<file path="src/rtl/alu_op_sequencer.sv">
// rtl/alu_op_sequencer.sv - command sequencer driving a 16-bit ALU from a small register file
// Loads complete in IDLE at one per clock; ALU ops take IDLE -> EXEC -> RESP.
module alu_op_sequencer #(
  parameter int WIDTH = 16,
  parameter int NREGS = 4,
  parameter int RAW   = 2
) (
  input  logic             clk,
  input  logic             reset,
  input  logic             cmd_valid,
  output logic             cmd_ready,
  input  logic             cmd_load,
  input  logic [3:0]       cmd_select,
  input  logic             cmd_mode,
  input  logic             cmd_use_cf,
  input  logic [RAW-1:0]   cmd_srca,
  input  logic [RAW-1:0]   cmd_srcb,
  input  logic [RAW-1:0]   cmd_dst,
  input  logic [WIDTH-1:0] cmd_imm,
  output logic [WIDTH-1:0] alu_in_a,
  output logic [WIDTH-1:0] alu_in_b,
  output logic [3:0]       alu_select,
  output logic             alu_mode,
  output logic             alu_carry_in,
  input  logic [WIDTH-1:0] alu_result,
  input  logic             alu_cout,
  input  logic             alu_cmp,
  output logic             rsp_valid,
  input  logic             rsp_ready,
  output logic [WIDTH-1:0] rsp_data,
  output logic             rsp_carry,
  output logic             rsp_compare,
  output logic             carry_flag
);

  typedef enum logic [1:0] {IDLE, EXEC, RESP} state_t;

  state_t           state, state_nx;
  logic [WIDTH-1:0] rf [NREGS];
  logic [3:0]       op_select;
  logic             op_mode;
  logic             op_use_cf;
  logic [RAW-1:0]   op_srca;
  logic [RAW-1:0]   op_srcb;
  logic [RAW-1:0]   op_dst;

  always_ff @(posedge clk or posedge reset) begin
    if (reset) begin
      state       <= IDLE;
      for (int i = 0; i < NREGS; i++) rf[i] <= '0;
      carry_flag  <= 1'b0;
      rsp_data    <= '0;
      rsp_carry   <= 1'b0;
      rsp_compare <= 1'b0;
      op_select   <= '0;
      op_mode     <= 1'b0;
      op_use_cf   <= 1'b0;
      op_srca     <= '0;
      op_srcb     <= '0;
      op_dst      <= '0;
    end else begin
      state <= state_nx;
      case (state)
        IDLE: begin
          if (cmd_valid) begin
            if (cmd_load) begin
              rf[cmd_dst] <= cmd_imm;
            end else begin
              op_select <= cmd_select;
              op_mode   <= cmd_mode;
              op_use_cf <= cmd_use_cf;
              op_srca   <= cmd_srca;
              op_srcb   <= cmd_srcb;
              op_dst    <= cmd_dst;
            end
          end
        end
        EXEC: begin
          // Sources were presented combinationally this cycle, so dst may alias a source.
          rf[op_dst]  <= alu_result;
          rsp_data    <= alu_result;
          rsp_compare <= alu_cmp;
          carry_flag  <= op_mode & alu_cout;
          rsp_carry   <= op_mode & alu_cout;
        end
        default: ;
      endcase
    end
  end

  always_comb begin
    state_nx     = state;
    cmd_ready    = 1'b0;
    rsp_valid    = 1'b0;
    alu_in_a     = '0;
    alu_in_b     = '0;
    alu_select   = '0;
    alu_mode     = 1'b0;
    alu_carry_in = 1'b0;
    case (state)
      IDLE: begin
        cmd_ready = 1'b1;
        if (cmd_valid && !cmd_load) state_nx = EXEC;
      end
      EXEC: begin
        alu_in_a     = rf[op_srca];
        alu_in_b     = rf[op_srcb];
        alu_select   = op_select;
        alu_mode     = op_mode;
        alu_carry_in = op_use_cf & carry_flag;
        state_nx     = RESP;
      end
      RESP: begin
        rsp_valid = 1'b1;
        if (rsp_ready) state_nx = IDLE;
      end
      default: state_nx = IDLE;
    endcase
  end

endmodule

</file>
<file path="config.mk">
export PLATFORM = sky130hd
export DESIGN_NAME = alu_op_sequencer
export DESIGN_NICKNAME = d
export VERILOG_FILES = /design/src/rtl/alu_op_sequencer.sv
export SDC_FILE = /design/constraint.sdc
export NUM_CORES = 1
export LEC_CHECK = 0
export CAP_MARGIN = 20
export CORE_UTILIZATION = 56
export DETAILED_ROUTE_END_ITERATION = 12
export GPL_TIMING_DRIVEN = 0
export PLACE_DENSITY = 0.91
export SYNTH_ARGS = -nofsm -noshare
export SYNTH_HDL_FRONTEND = slang
export SYNTH_SLANG_ARGS = --single-unit
</file>
<file path="constraint.sdc">
create_clock -name clk -period 4.63 [get_ports clk]
set_input_delay 0.926 -clock clk [delete_from_list [all_inputs] [get_ports clk]]
set_output_delay 0.926 -clock clk [all_outputs]
set_load 0.03 [all_outputs]
</file>
==> results of run 1 <==
routing by layer:
metal  wire length (um)  track usage, %  up-vias  part of all wire, %
li1                   -               -     2036                    -
met1               6130            46.1     2340                   38
met2               7700            54.2      387                   47
met3               1950            8.15       61                   12
met4                512            19.0        0                  3.1
met5                  0               0        -                    0
power by group through the flow:
stage          Combinational [mW]  Clock (mW)  Sequential, mW
5_1_grt                      1.55       0.668            1.41
3_3_place_gp                 1.41           0            1.35
6_report                     1.47       0.635            1.39
4_1_cts                      1.46       0.632            1.37
3_5_place_dp                 1.45           0            1.38
2_1_floorplan               0.912           0            1.42
worst reg2reg max path: stages, from the launching register on:
cell,delay [ns]
dfrtp_1,0.46
or2b_1,0.30
nand3b_1,0.29
a21oi_1,0.68
a2bb2oi_1,0.26
cell usage after synthesis (all sizes together):
library cell and n:
nor4b 1, nand2 58, o21ai 29, clkbuf 22, nor3 2, and2 42, a2bb2oi 24, inv 2
nor3b 1, a22oi 40, a31oi 24, dfrtp 96, nand3b 1, mux4 32, a21oi 5, and3 2
or2b 2, nor2 3, or3 1, mux2 12, nand3 2, nor2b 4, or2 1, o2bb2ai 40
buf 20
layout make-up:
type	count	share of cell area, %
inverter	2	0.148
clock inverter	6	1.33
clock buffer	10	2.03
sequential	96	35.5
multi-input combinational	326	39.6
tap	111	2.05
timing repair buffer	110	16.5
buffer	42	2.90
through the flow:
step | util [%] | cells | hold slack (ns)
2_1_floorplan | - | 466 | 0.467
3_3_place_gp | 70.8 | 686 | 0.456
3_5_place_dp | 71.2 | 687 | 0.462
4_1_cts | 73.6 | 703 | 0.485
5_1_grt | 73.6 | 703 | 0.506
6_report | 73.6 | 703 | 0.476
cell families (layout without fill, tap and decap cells):
family | after synthesis | in the layout | share of synthesized area (%)
AOI/OAI and AO/OA | 162 | 162 | 23.1
and+or+nand+nor | 120 | 120 | 11.4
DFF | 96 | 96 | 45.5
muxes | 44 | 44 | 16.2
buffers and inverters | 44 | 170 | 3.86
sequential cells by signal, indices dropped and copies added (netlist names), 2 cells and up:
| register | cells |
|---|---|
| rf | 64 |
| state | 2 |
| op_srca | 2 |
| op_dst | 2 |
| op_select | 4 |
| op_srcb | 2 |
| rsp_data | 16 |
worst paths after layout:
check	startpoint	end	slack (ns)
setup reg to reg	state[0]$_DFFE_PP0P_	rf[44]$_DFFE_PP0P_	2.54
hold reg to reg	rsp_data[3]$_DFFE_PP0P_	rsp_data[3]$_DFFE_PP0P_	0.48
max in group asynchronous	reset	rf[37]$_DFFE_PP0P_	3.11
min in group asynchronous	reset	op_select[2]$_DFFE_PP0P_	0.85
setup / recovery	op_srca[1]$_DFFE_PP0P_	alu_in_a[12]	0.77
hold / removal	rsp_data[3]$_DFFE_PP0P_	rsp_data[3]$_DFFE_PP0P_	0.48
==> metrics.csv, run 1 <==
metric,value,unit
drt-pass1-iter-count,5,
yosys_warnings,0,
fin_area,6770,um^2
dieArea,9830,um^2
nFillCells,620,
worstSkewPairLatency,0.37,ns
n_antenna_cell,0,
cellLeakagePower,2.69,nW
nNetsFinal,638,
path_clk_slew,0.10,ns
synthCells,466,
viasPerCell,6.86,
die_h,99.1,um
final_cell_mix,"109 x clkdlybuf4s50_1, 96 x dfrtp_1, 58 x nand2_1",
p_int,2.23,mW
synth_cell_types,31,
final_common_cell,clkdlybuf4s50_1,
start_util,57.5,%
drc_errors,0,
grt_max_degree,76,
h-tree-depth,3,
grt_pass1_wl,25800,um
clk_path_buf_depth,2,
relSlewSlack,35.4,%
drive_gt1_share,15.2,%
cpPeakStageDelay,0.60,ns
preCtsSetupSlack,1.25,ns
maxSlewViolCount,0,
path_max_fanout,10,
reg2reg_depth,4,
post_cts_resized,0,
max_cap_viol_count,0,
seq_area_frac_synth,45.5,%
cts-root-buf,clkbuf_8,
synth_area_leaders,"dfrtp_1 45%, mux4_2 14%, o2bb2ai_1 6.6%, a22oi_1 5.7%, and2_1 5.0%",
die_w,99.1,um
skew,0.00768,ns
hold_violations,0,
antenna_found_initial,0,
final-setup-viol-count,0,
synth_top_cell_area_share,45.5,%
critical_path_buf_inv_count,3,
rows,35,
hpwl,10900,um
worstSetupEndpointType,output pin,
crit_top_cell,clkbuf_1,
period_share,83.3,%
hold_depth,2,
setup_tns,0,ns
seq_power_share,39.8,%
crit_family,buffers and inverters,
worstPathRequired,3.70,ns
ant_nets,0,
numClockSinks,96,
p_clk_share,18.2,%
avgSynthCellArea,11.3,um^2
seqCellArea,2400,um^2
worst_pin_slew,0.963,ns
switchingPower,1.26,mW
critPathLaunchType,register,
status,"complete, no violations",
pin_count,110,
portBuffers,109,
crit_type,register to output pin,
grt_overflow,0,
setup_ws,0.773,ns
multi_input_comb_area,2680,um^2
numCtsBuffers,9,
crit_chain,clkbuf_1 -> clkbuf_1 -> mux4_2 -> and2_1 -> clkdlybuf4s50_1,
first_global_vias,4930,
dr_total_vias,4824,
ctsHoldBuffers,0,
syn_area,5290,um^2
place.gp.congestion,0.970,
pwr-share-comb,42.0,%
post_cts_buffers,0,
power_density,516,nW/um^2
peakVddDrop,0.240,mV
grtUsageTotal,34.9,%
dpl_cell_area,6550,um^2
core,9200,um^2
cts_tree,done,
drtIter0Drc,432,
synth_seq_cells,96,
wire_per_inst,23.2,um
crit_slowest_cell,clkbuf_1,
synth_top_area_cell,dfrtp_1,
syn-num-nets,517,
swShare,36.1,%
area_growth,28.1,%
max_freq,0.259,GHz
hold_path.class,register to register,
arrival,2.93,ns
rsz0062_at_grt,no,
wl,16300,um
cp.depth,5,
period_minus_slack,3.86,ns
power,3.49,mW
Power figures use the tool's default switching activity.
==> inputs of run 2 (changes only) <==
CORE_UTILIZATION = 52   (was 56)
PLACE_DENSITY = 0.86   (was 0.91)
clock period = 3.99 ns   (was 4.63 ns; I/O delays follow)
==> metrics.csv, run 2 (synthesized netlist as in run 1, its figures left out) <==
metric,value,unit
cellLeakagePower,2.69,nW
startpoint,op_srcb[1]$_DFFE_PP0P_,
hpwl,11500,um
clk_path_buf_depth,2,
max_cap_viol_count,0,
arrival,3.03,ns
period_share,96.0,%
first_global_vias,4910,
skew,0.00666,ns
final_cell_mix,"109 x clkdlybuf4s50_1, 96 x dfrtp_1, 58 x nand2_1",
drive_gt1_share,15.2,%
crit_slowest_cell,clkbuf_1,
wire_per_inst,23.1,um
critPathLaunchType,register,
peakVddDrop,0.331,mV
drt-pass1-iter-count,5,
reg2reg_depth,6,
period_minus_slack,3.83,ns
rsz0062_at_grt,no,
grt_pass1_wl,25700,um
numClockSinks,96,
cts_tree,done,
critical_path_buf_inv_count,3,
area_growth,29.0,%
cpPeakStageDelay,0.69,ns
regToRegSetupSlack,1.98,ns
n_antenna_cell,0,
worstPathRequired,3.19,ns
ctsHoldBuffers,0,
numCtsBuffers,9,
rows,36,
crit_top_cell,clkbuf_1,
ant_nets,0,
dieArea,10600,um^2
crit_type,register to output pin,
relSlewSlack,24.7,%
largest_reg_flops,64,
nFillCells,734,
instances_no_fill,725,
worst_pin_slew,1.12,ns
die_w,103,um
nNetsFinal,638,
dpl_cell_area,6570,um^2
dp.cells,709,
start_util,53.8,%
drtIter0Drc,436,
status,"complete, no violations",
dr_total_vias,4827,
post_cts_buffers,0,
grtUsageTotal,33.4,%
viasPerCell,6.66,
portBuffers,109,
r2r-end,rf[42]$_DFFE_PP0P_,
post_cts_resized,0,
hold_violations,0,
cts-root-buf,clkbuf_8,
crit_end,alu_in_b[13],
hold_path.class,register to register,
final-setup-viol-count,0,
regMostFlops,rf,
fin_area,6820,um^2
crit_chain,clkbuf_1 -> clkbuf_1 -> mux4_2 -> and2_1 -> clkdlybuf4s50_1,
path_clk_slew,0.09,ns
maxSlewViolCount,0,
grt_overflow,0,
worstSetupEndpointType,output pin,
power_density,602,nW/um^2
pin_count,110,
die_h,103,um
path_max_fanout,10,
max_freq,0.261,GHz
hp-start,rsp_data[0]$_DFFE_PP0P_,
h-tree-depth,3,
worstSkewPairLatency,0.38,ns
drc_errors,0,
grt_max_degree,54,
core,9820,um^2
final_common_cell,clkdlybuf4s50_1,
place.gp.congestion,0.917,
largestRegisters,"rf (64), rsp_data (16), op_select (4)",
crit_family,buffers and inverters,
cp.depth,5,
wl,16700,um
rr_startpoint,state[0]$_DFFE_PP0P_,
antenna_found_initial,0,
[run 2: changes by cell type in the layout (fill, tap and decap cells not counted)]
cell / delta
inv_6: -1
clkinv_2: -1
clkinvlp_4: +3
clkinv_4: -1
bufinv_16: +1
clkbuf_8: -1
[run 2: metrics by stage]
stage                     worst slack [ns]  total power, mW  setup TNS [ns]  utilization [%]  hold slack, ns
final                                0.162             4.10               0             69.4           0.482
after floorplan                      0.687             2.70               0                -           0.467
after global routing                0.0790             4.28               0             69.4           0.503
after detailed placement             0.615             3.31               0             66.9           0.462
after global placement              -0.693             3.23          -65.89             66.6           0.461
after CTS                            0.189             4.08               0             69.4           0.484
[run 2: report_power, final]
group	internal, mW	total [mW]	switching, mW
Combinational	0.889	1.71	0.825
Clock	0.415	0.773	0.357
Sequential	1.33	1.62	0.284
[run 2: worst reg2reg max path, delay by kind of cell (launching register included)]
kind / cells / cell delay [ns]
AO/OA/AOI/OAI: 2 / 0.40
buffers and inverters: 2 / 0.65
flip-flops: 1 / 0.43
AND/OR/NAND/NOR: 2 / 0.45
[run 2: area by class of cell]
type | instances | area (um^2) | area share, %
plain buffers | 42 | 196 | 2.88
clock buffers | 9 | 124 | 1.82
clock inverters | 7 | 120 | 1.76
inverters | 2 | 10.0 | 0.147
multi-input cells | 326 | 2680 | 39.3
flip-flops and latches | 96 | 2400 | 35.2
well taps | 133 | 166 | 2.44
repair buffers | 110 | 1120 | 16.4
[run 2: worst min path at each step]
| stage | cells past startpoint | slack [ns] | endpoint |
|---|---|---|---|
| after floorplan | 1 | 0.47 | rf[17]$_DFFE_PP0P_ |
| after global placement | 2 | 0.46 | rsp_data[15]$_DFFE_PP0P_ |
| after detailed placement | 2 | 0.46 | rsp_data[0]$_DFFE_PP0P_ |
| after CTS | 2 | 0.48 | rsp_data[0]$_DFFE_PP0P_ |
| after global routing | 2 | 0.50 | rsp_data[0]$_DFFE_PP0P_ |
| final | 2 | 0.48 | rsp_data[0]$_DFFE_PP0P_ |
[run 2: routing by layer]
layer  wire [um]  track usage [%]  up-vias
met5           0                0        -
met4         688             17.4        0
met3        1810             9.15       76
met2        8170             55.1      395
met1        6070             40.2     2324
li1            -                -     2032
==> inputs of run 3 (changes only) <==
SKIP_LAST_GASP = 1   (was not set)
==> results of run 3 <==
Final layout, timing and power as in run 2 (identical DEF).
